--- config.mk ---
export PLATFORM = sky130hd
export DESIGN_NAME = pipe_mmio_bank
export DESIGN_NICKNAME = d
export VERILOG_FILES = /design/src/rtl/pipe_mmio_bank.sv
export SDC_FILE = /design/constraint.sdc
export NUM_CORES = 1
export LEC_CHECK = 0
export ABC_AREA = 1
export BUFFER_PORTS_ARGS = -buffer_cell sky130_fd_sc_hd__buf_2
export CAP_MARGIN = 30
export CORE_MARGIN = 5
export CORE_UTILIZATION = 50
export CTS_CLUSTER_SIZE = 30
export DETAILED_ROUTE_END_ITERATION = 6
export GPL_TIMING_DRIVEN = 0
export PLACE_DENSITY = 0.73
export SETUP_SLACK_MARGIN = 0.4
export SYNTH_ARGS = -nofsm -noshare
export SYNTH_HDL_FRONTEND = slang
export SYNTH_SLANG_ARGS = --single-unit
--- constraint.sdc ---
create_clock -name clock -period 4.9 [get_ports clock]
set_clock_uncertainty 0.2 [all_clocks]
set_input_delay 0.98 -clock clock [delete_from_list [all_inputs] [get_ports clock]]
set_output_delay 0.98 -clock clock [all_outputs]
set_load 0.05 [all_outputs]
--- src/rtl/pipe_mmio_bank.sv ---
// rtl/pipe_mmio_bank.sv - MEM-stage I/O bank: output regs, synchronised inputs, change flags/irq, tick timer
module pipe_mmio_bank #(
  parameter int DATA_W  = 32,
  parameter int NUM_IN  = 2,
  parameter int NUM_OUT = 5,
  parameter int IN_W    = 6
) (
  input  logic                      clock,
  input  logic                      resetn,
  input  logic                      sel,
  input  logic                      we,
  input  logic [4:0]                addr,
  input  logic [DATA_W-1:0]         wdata,
  output logic [DATA_W-1:0]         rdata,
  input  logic [NUM_IN*IN_W-1:0]    in_ports,
  output logic [NUM_OUT*DATA_W-1:0] out_ports,
  output logic                      irq
);

  localparam logic [4:0] ADDR_CHG    = 5'h10;
  localparam logic [4:0] ADDR_IRQ_EN = 5'h11;
  localparam logic [4:0] ADDR_TICK   = 5'h12;

  logic [NUM_OUT-1:0][DATA_W-1:0] out_q, out_d;
  logic [NUM_IN-1:0][IN_W-1:0]    s1_q, s2_q, s3_q;
  logic [NUM_IN-1:0]              chg_q, chg_d, chg_set;
  logic [NUM_IN-1:0]              irq_en_q, irq_en_d;
  logic [DATA_W-1:0]              tick_q, tick_d;
  logic                           wr;

  assign wr        = sel & we;
  assign out_ports = out_q;
  assign irq       = |(chg_q & irq_en_q);

  // s3 only exists to detect edges on the already-synchronised s2 value
  always_comb begin
    chg_set = '0;
    for (int i = 0; i < NUM_IN; i++) begin
      chg_set[i] = |(s2_q[i] ^ s3_q[i]);
    end
  end

  always_comb begin
    out_d    = out_q;
    irq_en_d = irq_en_q;
    tick_d   = tick_q + DATA_W'(1);
    chg_d    = chg_q | chg_set;
    if (wr) begin
      for (int i = 0; i < NUM_OUT; i++) begin
        if (addr == 5'(i)) out_d[i] = wdata;
      end
      // a new change detected this cycle beats the clear
      if (addr == ADDR_CHG)    chg_d    = (chg_q & ~wdata[NUM_IN-1:0]) | chg_set;
      if (addr == ADDR_IRQ_EN) irq_en_d = wdata[NUM_IN-1:0];
      if (addr == ADDR_TICK)   tick_d   = wdata;
    end
  end

  always_ff @(posedge clock or negedge resetn) begin
    if (!resetn) begin
      out_q    <= '0;
      s1_q     <= '0;
      s2_q     <= '0;
      s3_q     <= '0;
      chg_q    <= '0;
      irq_en_q <= '0;
      tick_q   <= '0;
    end else begin
      out_q    <= out_d;
      s1_q     <= in_ports;
      s2_q     <= s1_q;
      s3_q     <= s2_q;
      chg_q    <= chg_d;
      irq_en_q <= irq_en_d;
      tick_q   <= tick_d;
    end
  end

  always_comb begin
    rdata = '0;
    if (sel) begin
      for (int i = 0; i < NUM_OUT; i++) begin
        if (addr == 5'(i)) rdata = out_q[i];
      end
      for (int i = 0; i < NUM_IN; i++) begin
        if (addr == 5'(8 + i)) rdata = DATA_W'(s2_q[i]);
      end
      if (addr == ADDR_CHG)    rdata = DATA_W'(chg_q);
      if (addr == ADDR_IRQ_EN) rdata = DATA_W'(irq_en_q);
      if (addr == ADDR_TICK)   rdata = tick_q;
    end
  end

endmodule

Word level (Yosys, flattened, before mapping) --
Cells that the tools add are included.
Word-level totals: flip-flop bits (word level) 232, input port bits 53, word-level logic and storage cells 57
Cells by class: $add $sub $neg 1, equality and inequality tests 9, multiplexer cells 15, bitwise operators 8, reductions and logical operators 10
Operator list (count):
- $mux W32 | 13
- $add A32 B1 Y32 const B | 1
- $eq A5 B5 Y1 const B | 3
- $reduce_and A2 Y1 | 6
- $reduce_or A6 Y1 | 2
- $xor A6 B6 Y6 | 2
- $eq A5 B2 Y1 const B | 2
- $eq A5 B4 Y1 const B | 2
- $eq A5 B1 Y1 const B | 1
- $eq A5 B3 Y1 const B | 1
- $logic_not A5 Y1 | 1
- $and A2 B2 Y2 | 2
- $mux W2 | 2
- $or A2 B2 Y2 | 2
- $not A2 Y2 | 1
- $reduce_or A2 Y1 | 1
- $and A1 B1 Y1 | 1

Depth between registers and ports, before layout --
depth in word-level cells 12, gate-level depth with buffers 12, depth with buffers taken out 12

Worst setup path before layout --
Ideal clock, no wire load.
path type input port to output port, start in addr[3], end out rdata[11], data arrival time 2.749 ns, setup slack 0.971 ns, stages on the path 9, buffers on the path 2, cell sequence nor2_2 buf_4 nand3_2 inv_2 buf_4 nand2_1 nand3_1 o22ai_1 a21oi_1
Between the ends: word-level cells in the longest chain between the ends 12
RTL lines:
- start: declaration | RTL line 12 | input logic [4:0] addr,
- $logic_not A5 Y1 | RTL line 83 | if (addr == 5'(i)) rdata = out_q[i];
- $mux W32 (5 in a row) | RTL line 83
- $mux W32 (2 in a row) | RTL line 86 | if (addr == 5'(8 + i)) rdata = DATA_W'(s2_q[i]);
- $mux W32 | RTL line 88 | if (addr == ADDR_CHG) rdata = DATA_W'(chg_q);
- $mux W32 | RTL line 89 | if (addr == ADDR_IRQ_EN) rdata = DATA_W'(irq_en_q);
- $mux W32 * | RTL line 90 | if (addr == ADDR_TICK) rdata = tick_q;
- $mux W32 * | RTL line 81 | if (sel) begin
- end: declaration | RTL line 14 | output logic [DATA_W-1:0] rdata,
Mark *: on every way between the ends. The rest lies on a longest branch, timed or not.

Worst setup path in the final report --
start in addr[3], end out rdata[28]
The elaborated chain is that of the path after synthesis.

==> impl_summary.txt <==
----------------------------------------------------
[Outcome]
  Status ... finished clean

[Finish]
  Final nets ... 1,653
  Synth-to-Final Area Change ... 23.2%
  Post-layout instance area ... approximately 0.013 mm²
  Antenna diode count ... 0
  Non-Filler Instances ... approximately 1,900
  Leading cell type in the layout, fill and taps excluded ... sky130_fd_sc_hd__nand2_1
  Proportion of layout cells with a drive suffix above 1 ... 0.214
  Highest-count cells in the layout ignoring fill and taps ... sky130_fd_sc_hd__nand2_1, sky130_fd_sc_hd__buf_2, sky130_fd_sc_hd__dfrtp_1, sky130_fd_sc_hd__o21ai_0, sky130_fd_sc_hd__inv_1

[Drt]
  Routed via count divided by cell count ... ~5.5
  Detailed Routing Iterations Pass 1 ... 6
  Routed length on met3 ... between 3000 and 4000 µm
  Count of unresolved DRC violations after routing ... 0
  DRT antenna net count ... 0
  Routed via count ... 10,400
  DR WL/cell ... approximately 19 µm
  Routed wire length ... ~35,000 µm
  M1 wire length ... roughly 15,000 µm
  Top Metal Used ... met5
  Met2 Wirelength ... about 16,000 µm
  Count of routing violations after the opening detailed-route iteration ... 876

[STA]
  Setup repair after global routing missed its margin ... no
  Final count of hold timing violations ... 0
  Fmax ... 0.230 GHz
  Post-route setup slack ... between 500 and 600 ps
  Transition time at the pin with the least slew margin ... approximately 790 ps
  Final setup viols ... 0
  Final worst path period need ... roughly 4300 ps
  Post-Route Setup TNS ... 0 ps
  Worst relative slew slack ... 0.470
  Portion of the clock cycle consumed by the worst path in the final layout ... 0.887
  Final Max Slew Viols ... 0

[Power]
  Clock share of power ... 0.338
  Proportion of power drawn by flip-flops and latches ... 0.421
  Net switching power ... 2100 µW
  Power density over the cells ... between 400 and 500 mW/mm²
  IR drop worst, VDD ... 0.292 mV
  Combinational power share ... 0.242
  LEAKAGE ... ~0.0069 µW
  Fraction of power spent switching nets ... 0.363
  Cell-internal power ... 3670 µW
  Total power ... about 5800 µW

[Setup path]
  Type of the worst setup path ... input pin to output pin
  Critical path capture point type ... output pin
  Startpoint type of the worst setup path ... input pin
  Highest fanout seen on the critical path ... 10
  Worst endpoint data arrival time ... 3170 ps
  Critical path required time ... about 3700 ps
  Setup slack of the worst register-to-register path ... 2560 ps

[Clocking]
  Hold Buf Count CTS ... 0
  TritonCTS clock tree ... yes
  CTS sink count ... ~230
  Post-CTS Setup Inserts ... 0
  Number of gates given a new drive strength after cts ... 0
  Number of buffers created by CTS ... 25
  Cell chosen for the clock root ... sky130_fd_sc_hd__clkbuf_16
  Clock latency on the worst-skew pair ... roughly 530 ps
  Clock-pin slew on the worst setup and hold paths ... roughly 60 ps
  Number of levels in the clock H-tree ... 1
  Worst-case clock buffer depth ... 3

[GRT]
  Number of global-route vias before repair ... about 10,000
  Largest net degree at the start of global routing ... 83
  Overall track demand over capacity in global routing ... 0.287
  Global-route wire length before repair ... about 55,000 µm
  Global route total overflow ... 0
  Antenna violations before repair ... 2

[Logic synthesis]
  Post-Synthesis Cells ... between 1,000 and 1,500
  Share of synthesized area occupied by flip-flops and latches ... 0.543
  Post-synth top area share ... 0.543
  Library cells used by synthesis ... 36
  Post-synth top area cell ... sky130_fd_sc_hd__dfrtp_1
  Count of synthesis-stage warnings from yosys ... 0
  Area contributors post-synth ... sky130_fd_sc_hd__dfrtp_1, sky130_fd_sc_hd__nand2_1, sky130_fd_sc_hd__o21ai_0
  Average instance area after synthesis ... around 8.1 µm²
  Nets in the synthesized netlist ... ~1,400
  Total of flip-flops plus latches after synthesis ... between 200 and 250
  Area of the mapped netlist ... approximately 0.011 mm²

[Die]
  Effective utilization at floorplan ... 0.508
  Vert. Die Dim ... roughly 160 µm
  Number of rows in the core area ... 53
  Die outline width ... approximately 160 µm
  Count of pins on the block boundary ... 246
  Die ar. ... roughly 0.024 mm²
  Floorplan Core Area ... 0.0210 mm²

[Job]
  Count of max-cap constraint violations ... 0

[Place]
  Worst Setup Slack post-DPL ... ~590 ps
  GPL Wtd Cong ... between 0.9 and 1
  Total half-perimeter wirelength after legalization and detailed placement ... approximately 26,000 µm
  Number of input and output port buffers inserted ... 245
  Number of placed instances with taps included ... between 1,500 and 2,000
  Instance area after placement ... about 0.012 mm²

[Hold path]
  Type of the worst min-delay path ... flop to flop

----------------------------------------------------
## path summary, 6_finish.rpt
check                          start             to  cells past startpoint
max                          addr[3]      rdata[28]                     11
min in group asynchronous     resetn  out_ports[39]                      1
max in group asynchronous     resetn  out_ports[25]                      2
min reg2reg                 s1_q[11]       s2_q[11]                      0
max reg2reg                tick_q[0]     tick_q[30]                     10
min                         s1_q[11]       s2_q[11]                      0
## stage by stage
step | utilization | hold WS, ps
2_1_floorplan | - | 131
5_1_grt | 0.626 | 153
6_report | 0.626 | 145
3_3_place_gp | 0.583 | 131
3_5_place_dp | 0.586 | 135
4_1_cts | 0.626 | 148
## synthesized netlist by cell type
master,n
sky130_fd_sc_hd__a21oi_1,35
sky130_fd_sc_hd__nor3_1,16
sky130_fd_sc_hd__buf_6,2
sky130_fd_sc_hd__nand2_1,460
sky130_fd_sc_hd__nor2_2,3
sky130_fd_sc_hd__o31ai_1,1
sky130_fd_sc_hd__clkbuf_2,3
sky130_fd_sc_hd__a22o_1,1
sky130_fd_sc_hd__o21ai_0,181
sky130_fd_sc_hd__or2_2,14
sky130_fd_sc_hd__clkbuf_1,28
sky130_fd_sc_hd__nand2_4,1
sky130_fd_sc_hd__nor2_1,46
sky130_fd_sc_hd__buf_2,20
sky130_fd_sc_hd__buf_4,5
sky130_fd_sc_hd__xnor2_1,6
sky130_fd_sc_hd__o21ai_1,25
sky130_fd_sc_hd__nand4_1,18
sky130_fd_sc_hd__ha_1,1
sky130_fd_sc_hd__inv_2,7
sky130_fd_sc_hd__o211ai_1,1
sky130_fd_sc_hd__nor3_2,1
sky130_fd_sc_hd__a31oi_1,1
sky130_fd_sc_hd__nand3_1,60
sky130_fd_sc_hd__inv_1,108
sky130_fd_sc_hd__nand3_2,2
sky130_fd_sc_hd__dfrtp_1,232
sky130_fd_sc_hd__nor2_8,1
sky130_fd_sc_hd__o221ai_1,1
sky130_fd_sc_hd__o22ai_1,28
sky130_fd_sc_hd__nand3b_1,3
sky130_fd_sc_hd__nand2_2,2
sky130_fd_sc_hd__nor3b_1,2
sky130_fd_sc_hd__buf_1,2
sky130_fd_sc_hd__nor4_1,2
sky130_fd_sc_hd__xor2_1,6
## cell families after synthesis
| logic type | Yosys count | share of synthesized area |
|---|---|---|
| compound gates | 274 | 0.133 |
| xor+xnor | 12 | 0.00984 |
| buf+inv | 175 | 0.0673 |
| simple gates | 631 | 0.245 |
| fa+ha+maj | 1 | 0.00117 |
| flops | 232 | 0.543 |
## state kept, by name (all words and copies together) (netlist names)
register   count
s1_q          12
out_ports    160
chg_q          2
irq_en_q       2
s3_q          12
tick_q        32
s2_q          12
## critical path, cell delays in order
cell                      delay [ps]
sky130_fd_sc_hd__buf_2           120
sky130_fd_sc_hd__nor2_2          200
sky130_fd_sc_hd__buf_4           210
sky130_fd_sc_hd__nand3_2         240
sky130_fd_sc_hd__inv_2           300
sky130_fd_sc_hd__buf_4           240
sky130_fd_sc_hd__nand2_1          70
sky130_fd_sc_hd__nand3_1         110
sky130_fd_sc_hd__o22ai_1         100
sky130_fd_sc_hd__a21oi_1         260
sky130_fd_sc_hd__buf_2           320
## power groups by stage
stage / combinational [µW] / sequential, µW / clock (µW)
final: 1390 / 2430 / 1950
after global routing: 1500 / 2460 / 2060
after detailed placement: 1390 / 2450 / 0
after floorplan: 407 / 3000 / 0
after global placement: 1370 / 2440 / 0
after CTS: 1400 / 2420 / 1980
## cell type report
class                   instances  area (µm²)
clock inverters                 8         121
flip-flops and latches        232        5810
well taps                     275         344
multi-input cells             918        4160
clock buffers                  38         724
repair buffers                247        1290
fillers                      1875        7860
inverters                     115         432
plain buffers                  60         288
## metal layers
layer  track usage  vias up
li1              -     4846
met1         0.400     4923
met2         0.460      512
met3        0.0607       86
met4        0.0802        4
met5             0        -
Note: power is estimated with default switching activity, not from simulation.
